[src/rtl/byte_register_pkg.sv]
// Shared definitions for the byte-wise register family (read and write sides).
package byte_register_pkg;

  localparam int BYTE_WIDTH = 8;

  typedef enum logic {
    IDLE = 1'b0,
    SEND = 1'b1
  } byte_reg_state_t;

endpackage

[src/rtl/byte_read_register_little_endian.sv]
// Serializes a wide register into bytes, least-significant byte first.
// A load is captured in IDLE. The bytes are then handed out one per accepted
// handshake. Every output is decoded from registered state only, so there is
// no combinational path from any input to any output.
module byte_read_register_little_endian
  import byte_register_pkg::*;
#(
  parameter int SIZE_IN_BYTES = 13,
  parameter int BYTE_NUM_SIZE = 4
) (
  input  logic                                CLK,
  input  logic                                ARESET,
  input  logic                                LOAD_VALID,
  output logic                                LOAD_READY,
  input  logic [SIZE_IN_BYTES*BYTE_WIDTH-1:0] LOAD_VALUE,
  output logic                                OUT_VALID,
  input  logic                                OUT_READY,
  output logic [BYTE_WIDTH-1:0]               OUT_BYTE,
  output logic [BYTE_NUM_SIZE-1:0]            OUT_BYTE_NUM,
  output logic                                OUT_LAST
);

  localparam int HOLD_W = SIZE_IN_BYTES * BYTE_WIDTH;
  localparam logic [BYTE_NUM_SIZE-1:0] LAST_IDX = BYTE_NUM_SIZE'(SIZE_IN_BYTES - 1);

  generate
    if (SIZE_IN_BYTES < 1) begin : g_bad_size
      $error("SIZE_IN_BYTES must be at least 1");
    end
    if ((1 << BYTE_NUM_SIZE) < SIZE_IN_BYTES) begin : g_bad_idx_w
      $error("BYTE_NUM_SIZE too narrow to index SIZE_IN_BYTES bytes");
    end
  endgenerate

  byte_reg_state_t            state;
  byte_reg_state_t            state_nxt;
  logic [BYTE_NUM_SIZE-1:0]   idx;
  logic [BYTE_NUM_SIZE-1:0]   idx_nxt;
  logic [HOLD_W-1:0]          hold;
  logic                       load_fire;

  assign load_fire = (state == IDLE) && LOAD_VALID;

  // Next state and next byte index; LOAD_VALID only matters in IDLE.
  always_comb begin
    state_nxt = state;
    idx_nxt   = idx;
    case (state)
      IDLE: begin
        if (LOAD_VALID) begin
          state_nxt = SEND;
          idx_nxt   = '0;
        end
      end
      SEND: begin
        if (OUT_READY) begin
          if (idx == LAST_IDX) begin
            state_nxt = IDLE;
            idx_nxt   = '0;
          end else begin
            idx_nxt = idx + BYTE_NUM_SIZE'(1);
          end
        end
      end
      default: begin
        state_nxt = IDLE;
        idx_nxt   = '0;
      end
    endcase
  end

  // State and index registers; reset abandons any stream in flight.
  always_ff @(posedge CLK or posedge ARESET) begin
    if (ARESET) begin
      state <= IDLE;
      idx   <= '0;
    end else begin
      state <= state_nxt;
      idx   <= idx_nxt;
    end
  end

  // Holding register: written only on the load handshake, frozen during SEND.
  always_ff @(posedge CLK or posedge ARESET) begin
    if (ARESET) begin
      hold <= '0;
    end else if (load_fire) begin
      hold <= LOAD_VALUE;
    end
  end

  // Outputs are gated by state so IDLE always presents zeros.
  assign LOAD_READY   = (state == IDLE);
  assign OUT_VALID    = (state == SEND);
  assign OUT_BYTE     = OUT_VALID ? hold[BYTE_WIDTH*idx +: BYTE_WIDTH] : '0;
  assign OUT_BYTE_NUM = idx;
  assign OUT_LAST     = OUT_VALID && (idx == LAST_IDX);

endmodule

[config.mk]
export PLATFORM = sky130hd
export DESIGN_NAME = byte_read_register_little_endian
export DESIGN_NICKNAME = d
export VERILOG_FILES = /design/src/rtl/byte_register_pkg.sv /design/src/rtl/byte_read_register_little_endian.sv
export SDC_FILE = /design/constraint.sdc
export NUM_CORES = 1
export LEC_CHECK = 0
export CAP_MARGIN = 20
export CORE_UTILIZATION = 44
export DETAILED_ROUTE_END_ITERATION = 7
export GPL_TIMING_DRIVEN = 0
export PLACE_DENSITY = 0.77
export SYNTH_ARGS = -nofsm -noshare
export SYNTH_HDL_FRONTEND = slang
export SYNTH_SLANG_ARGS = --single-unit
[constraint.sdc]
create_clock -name CLK -period 3.4 [get_ports CLK]
set_input_delay 0.68 -clock CLK [delete_from_list [all_inputs] [get_ports CLK]]
set_output_delay 0.68 -clock CLK [all_outputs]
set_load 0.02 [all_outputs]
# Word-level counts from Yosys, hierarchy flattened
# Index checks and enable logic that the tools add are counted.
[word_totals]
mem_bits_rw = 0
elab_cells = 21
latchBits = 0
regBits = 109
mem_bits_ro = 0
n_memories = 0
[classes]
n_addsub = 1
div = 0
n_mul = 0
magnitude_cmp = 0
bitwise = 1
n_mux = 9
n_reduce_logical = 3
shifts = 1
n_eq_ne = 3
[ops]
columns = ["op", "count"]
rows = [
  ["$shiftx 104x8->8", 1],
  ["$mux 4", 3],
  ["$mux 8", 1],
  ["$pmux 4 s2", 1],
  ["$add 4x1->4 const B", 1],
  ["$eq 4x4->1 const B", 1],
  ["$ne 2x2->1 const B", 2],
  ["$mux 1", 3],
  ["$logic_and 1x1->1", 2],
  ["$pmux 1 s2", 1],
  ["$reduce_and 2->1", 1],
  ["$not 1->1", 1],
]

# Logic depth before layout (Yosys ltp)
[depth]
ltp_word = 4
depth_mapped = 8

# Least setup slack after synthesis
# Ideal clock, no wire load.
[synth_path]
kind = "register -> output"
startpoint = "register idx[1] (netlist: OUT_BYTE_NUM[1])"
endpoint = "output port OUT_BYTE[6]"
path_stages_with_launch = 6
setup_slack_ns = 1.069
t_arrival_ns = 1.651
path_cell_list = "dfrtp_1 -> or2_2 -> buf_2 -> o22ai_1 -> nor4_1 -> nor3_1"
[synth_between]
elab_chain_cells = 2
[synth_lines]
columns = ["element", "line", "text"]
rows = [
  ["from (decl)", "byte_read_register_little_endian.sv:37", "logic [BYTE_NUM_SIZE-1:0] idx;"],
  ["from (signal assigned)", "byte_read_register_little_endian.sv:79", "idx <= idx_nxt;"],
  ["$shiftx 104x8->8", "byte_read_register_little_endian.sv:95", "assign OUT_BYTE = OUT_VALID ? hold[BYTE_WIDTH*idx +: BYTE_WIDTH] : '0;"],
  ["$mux 8", "byte_read_register_little_endian.sv:95", ""],
  ["to (decl)", "byte_read_register_little_endian.sv:18", "output logic [BYTE_WIDTH-1:0] OUT_BYTE,"],
]
# No other way between the ends.

# Worst setup path in the final report
# Ends and elaborated chain as after synthesis.

==> metrics.md <==
| Metric | Value |
|---|---|
| CTS Hold Bufs | 0 |
| Synth area leader | dfrtp_1 |
| Worst slew pin tran | roughly 800 ps |
| Slew HR | 0.465 |
| Standard-cell rows | 39 |
| Final setup fails | 0 |
| Mapped Cells | roughly 400 |
| Mapped Nets | 499 |
| HP Start | hold[5]$_DFFE_PP0P_ |
| Crit path largest cell delay | roughly 670 ps |
| WP data arrival | between 2000 and 3000 ps |
| Initial Utilization | 0.456 |
| Final setup margin | ~120 ps |
| Leakage Power | slightly above 3 nW |
| Kind of critical path | flop to primary output |
| Crit-path max FO | 10 |
| Max Cap Viol | 0 |
| Period utilization | 0.964 |
| Crit path required time | 2720 ps |
| Hold WS | 507 ps |
| Mapped Area | 5280 um^2 |
| # resized after CTS | 0 |
| Most used DFF post-synth | dfrtp_1 |
| Die Footprint | ~12000 um^2 |
| Failing checks | design-rule violations |
| Fmax | slightly above 0.3 GHz |
| DR WL/cell | about 19 um |
| Worst reg2reg path endpoint | OUT_BYTE_NUM[0]$_DFFE_PP0P_ |
| First-pass GRT wire length | about 20000 um |
| Top-count cell post-synth | dfrtp_1 |
| Mean Syn Cell Area | 13.6 um^2 |
| Synth cell count leaders | 109 x dfrtp_1, 65 x mux2_2, 48 x mux2i_1 |
| WHS Path Cells | 1 |
| Number of global-route vias before repair | about 3800 |
| M1 GR Usage | 0.301 |
| Total global routing track utilization | 0.214 |
| GR Layer Usage met2 | 0.323 |
| RSZ-0062 raised after global routing | no |
| CTS tree | yes |
| DRC Markers | 6 |
| Setup_tns | 0 ps |
| Maximum clock path buffer count | 2 |
| Vias post-DR | roughly 3500 |
| Final WL | around 13000 um |
| Synth top area cells | dfrtp_1 52%, mux2_2 14%, mux2_4 11% |
| FF-to-FF Start | OUT_BYTE_NUM[0]$_DFFE_PP0P_ |
| Flop and latch count out of synthesis | ~110 |
| Worst IR Drop VDD | approximately 0.42 mV |
| Share of cells above drive strength 1 | 0.273 |
| Top Usage Layer GRT | met2 |
| Synthesis-to-layout area growth | 32.8% |
| Ys Warns | 0 |
| CTS sink cnt | between 100 and 150 |
| Crit path cell chain | or2_2, buf_2, o22ai_1, nor4_1, nor3_1, clkdlybuf4s50_1 |
| H-tree depth | 3 |
| Sequential Area | roughly 2700 um^2 |
| Crit. End Element | primary output |
| Num CTS Buffers | 9 |
| Dpl ws | about 530 ps |
| CTS root buffer | clkbuf_16 |
| Hpwl dp | ~9500 um |
| Hold EP | hold[5]$_DFFE_PP0P_ |
| Reg-to-reg slack, setup | around 1600 ps |
| Core Footprint | between 10000 and 15000 um^2 |
| Post-synth EDFFs | 0 |
| Met3 Usage GRT | 0.0316 |
| Fill cells | a little under 900 |
| Pwr Density | 824 nW/um^2 |
| Area of the multi-input gates | approximately 2300 um^2 |
| Register area share after synthesis | 0.517 |
| IO Count | 123 |
| Post-CTS setup buffers | 0 |
| Max-slew violation count | 0 |
| Worst reg-to-reg path cell count | 6 |
| Clock Skews | between 3 and 4 ps |
| I/O Buffers | 122 |
| Asr flop ratio synth | 1.00 |
| Post-layout minimum cycle time | between 3000 and 4000 ps |
| Die height | approximately 110 um |
| Largest net degree at the start of global routing | 45 |
| Final Wtd Congestion | between 0.9 and 1 |
| Ant diodes | 0 |
| Status | finished with violations |
| ANT nets after route | 0 |
| Distinct cells, synth | 33 |
| Nets | around 630 |
| Area share of the largest cell type after synthesis | 0.517 |
| Initial antenna violation count | 0 |
| Hold Path Class | flop to flop |
| Startpoint types | flop |
| CTS clk-pin slew, worst paths | about 70 ps |
| Chip width | 111 um |
| DRT iter0 DRCs | between 150 and 200 |
| Drt via density | approximately 5.3 |
| Drt first pass iters | 6 |
| Worst path slowest cell | clkdlybuf4s50_1 |
| Final Hold Fails | 0 |
| Worst-skew pair later-pin latency | approximately 350 ps |
| Grt total ovfl | 0 |
-- cells by family after synthesis --
logic type / Yosys count / synth area share
compound gates: 41 / 0.0434
fa+ha+maj: 2 / 0.00474
buf+inv: 30 / 0.0391
flops: 109 / 0.517
mux: 152 / 0.341
simple gates: 55 / 0.0548
-- layout by cell type, fill, tap and decap left out, drive strengths merged --
master,count
o22ai,8
nor2,18
inv,1
nand4,1
a21o,1
a21oi,8
a31oi,2
or2,1
and3,1
a22o,1
buf,22
nor4,8
clkinvlp,1
ha,2
a211oi,1
dfrtp,109
nand3b,8
nor3,8
nand2b,2
and2,2
clkdlybuf4s50,122
nor2b,1
mux2i,48
o31ai,1
clkbuf,19
o21ai,19
mux2,104
clkinv,3
nand2,5
-- sequential cells by signal (all words and copies together) (netlist names) --
signal        cells
hold            104
OUT_BYTE_NUM      4
OUT_VALID         1
-- routing by layer --
metal  vias up  wire length [um]
li1       1671                 -
met1      1729              5980
met2       106              5730
met3        20               552
met4         0               287
met5         -                 0
-- area by class of cell --
class,instances,area share
Sequential cell,109,0.389
Clock inverter,1,0.000715
Multi-Input combinational cell,250,0.334
Clock buffer,13,0.0400
Buffer,26,0.0273
Timing Repair Buffer,124,0.180
Inverter,4,0.00268
Tap cell,143,0.0255
-- metrics by stage --
step / cells / cell area (um^2) / util / power (mW)
after CTS: 670 / 7000 / 0.606 / 5.80
after floorplan: 389 / 5280 / - / 3.89
final: 670 / 7000 / 0.606 / 5.77
after global placement: 654 / 6680 / 0.578 / 4.68
after detailed placement: 656 / 6720 / 0.581 / 4.77
after global routing: 670 / 7000 / 0.606 / 6.11
-- report_power, final --
group	leakage (nW)	internal (mW)	total, mW	switching [mW]
clock network	0.144	0.568	1.01	0.440
registers	1.33	1.93	2.30	0.369
logic	1.56	1.36	2.46	1.10
-- worst max-delay path: cells and delay by family (launching register included) --
kind                   cells  cell delay (ps)
AO/OA/AOI/OAI              1              160
buffers and inverters      2              840
flip-flops                 1              520
AND/OR/NAND/NOR            3              720
-- how the worst max path moves through the flow --
| stage | slack, ps | start | cells after the start | endpoint |
|---|---|---|---|---|
| 6_report | 120 | OUT_BYTE_NUM[1]$_DFFE_PP0P_ | 6 | OUT_BYTE[6] |
| 5_1_grt | 30 | OUT_BYTE_NUM[1]$_DFFE_PP0P_ | 6 | OUT_BYTE[6] |
| 4_1_cts | 140 | OUT_BYTE_NUM[1]$_DFFE_PP0P_ | 6 | OUT_BYTE[6] |
| 3_5_place_dp | 530 | OUT_BYTE_NUM[1]$_DFFE_PP0P_ | 6 | OUT_BYTE[6] |
| 3_3_place_gp | 390 | ARESET | 2 | hold[13]$_DFFE_PP0P_ |
| 2_1_floorplan | 1070 | OUT_BYTE_NUM[1]$_DFFE_PP0P_ | 5 | OUT_BYTE[6] |
(Power assumes the default switching activity.)
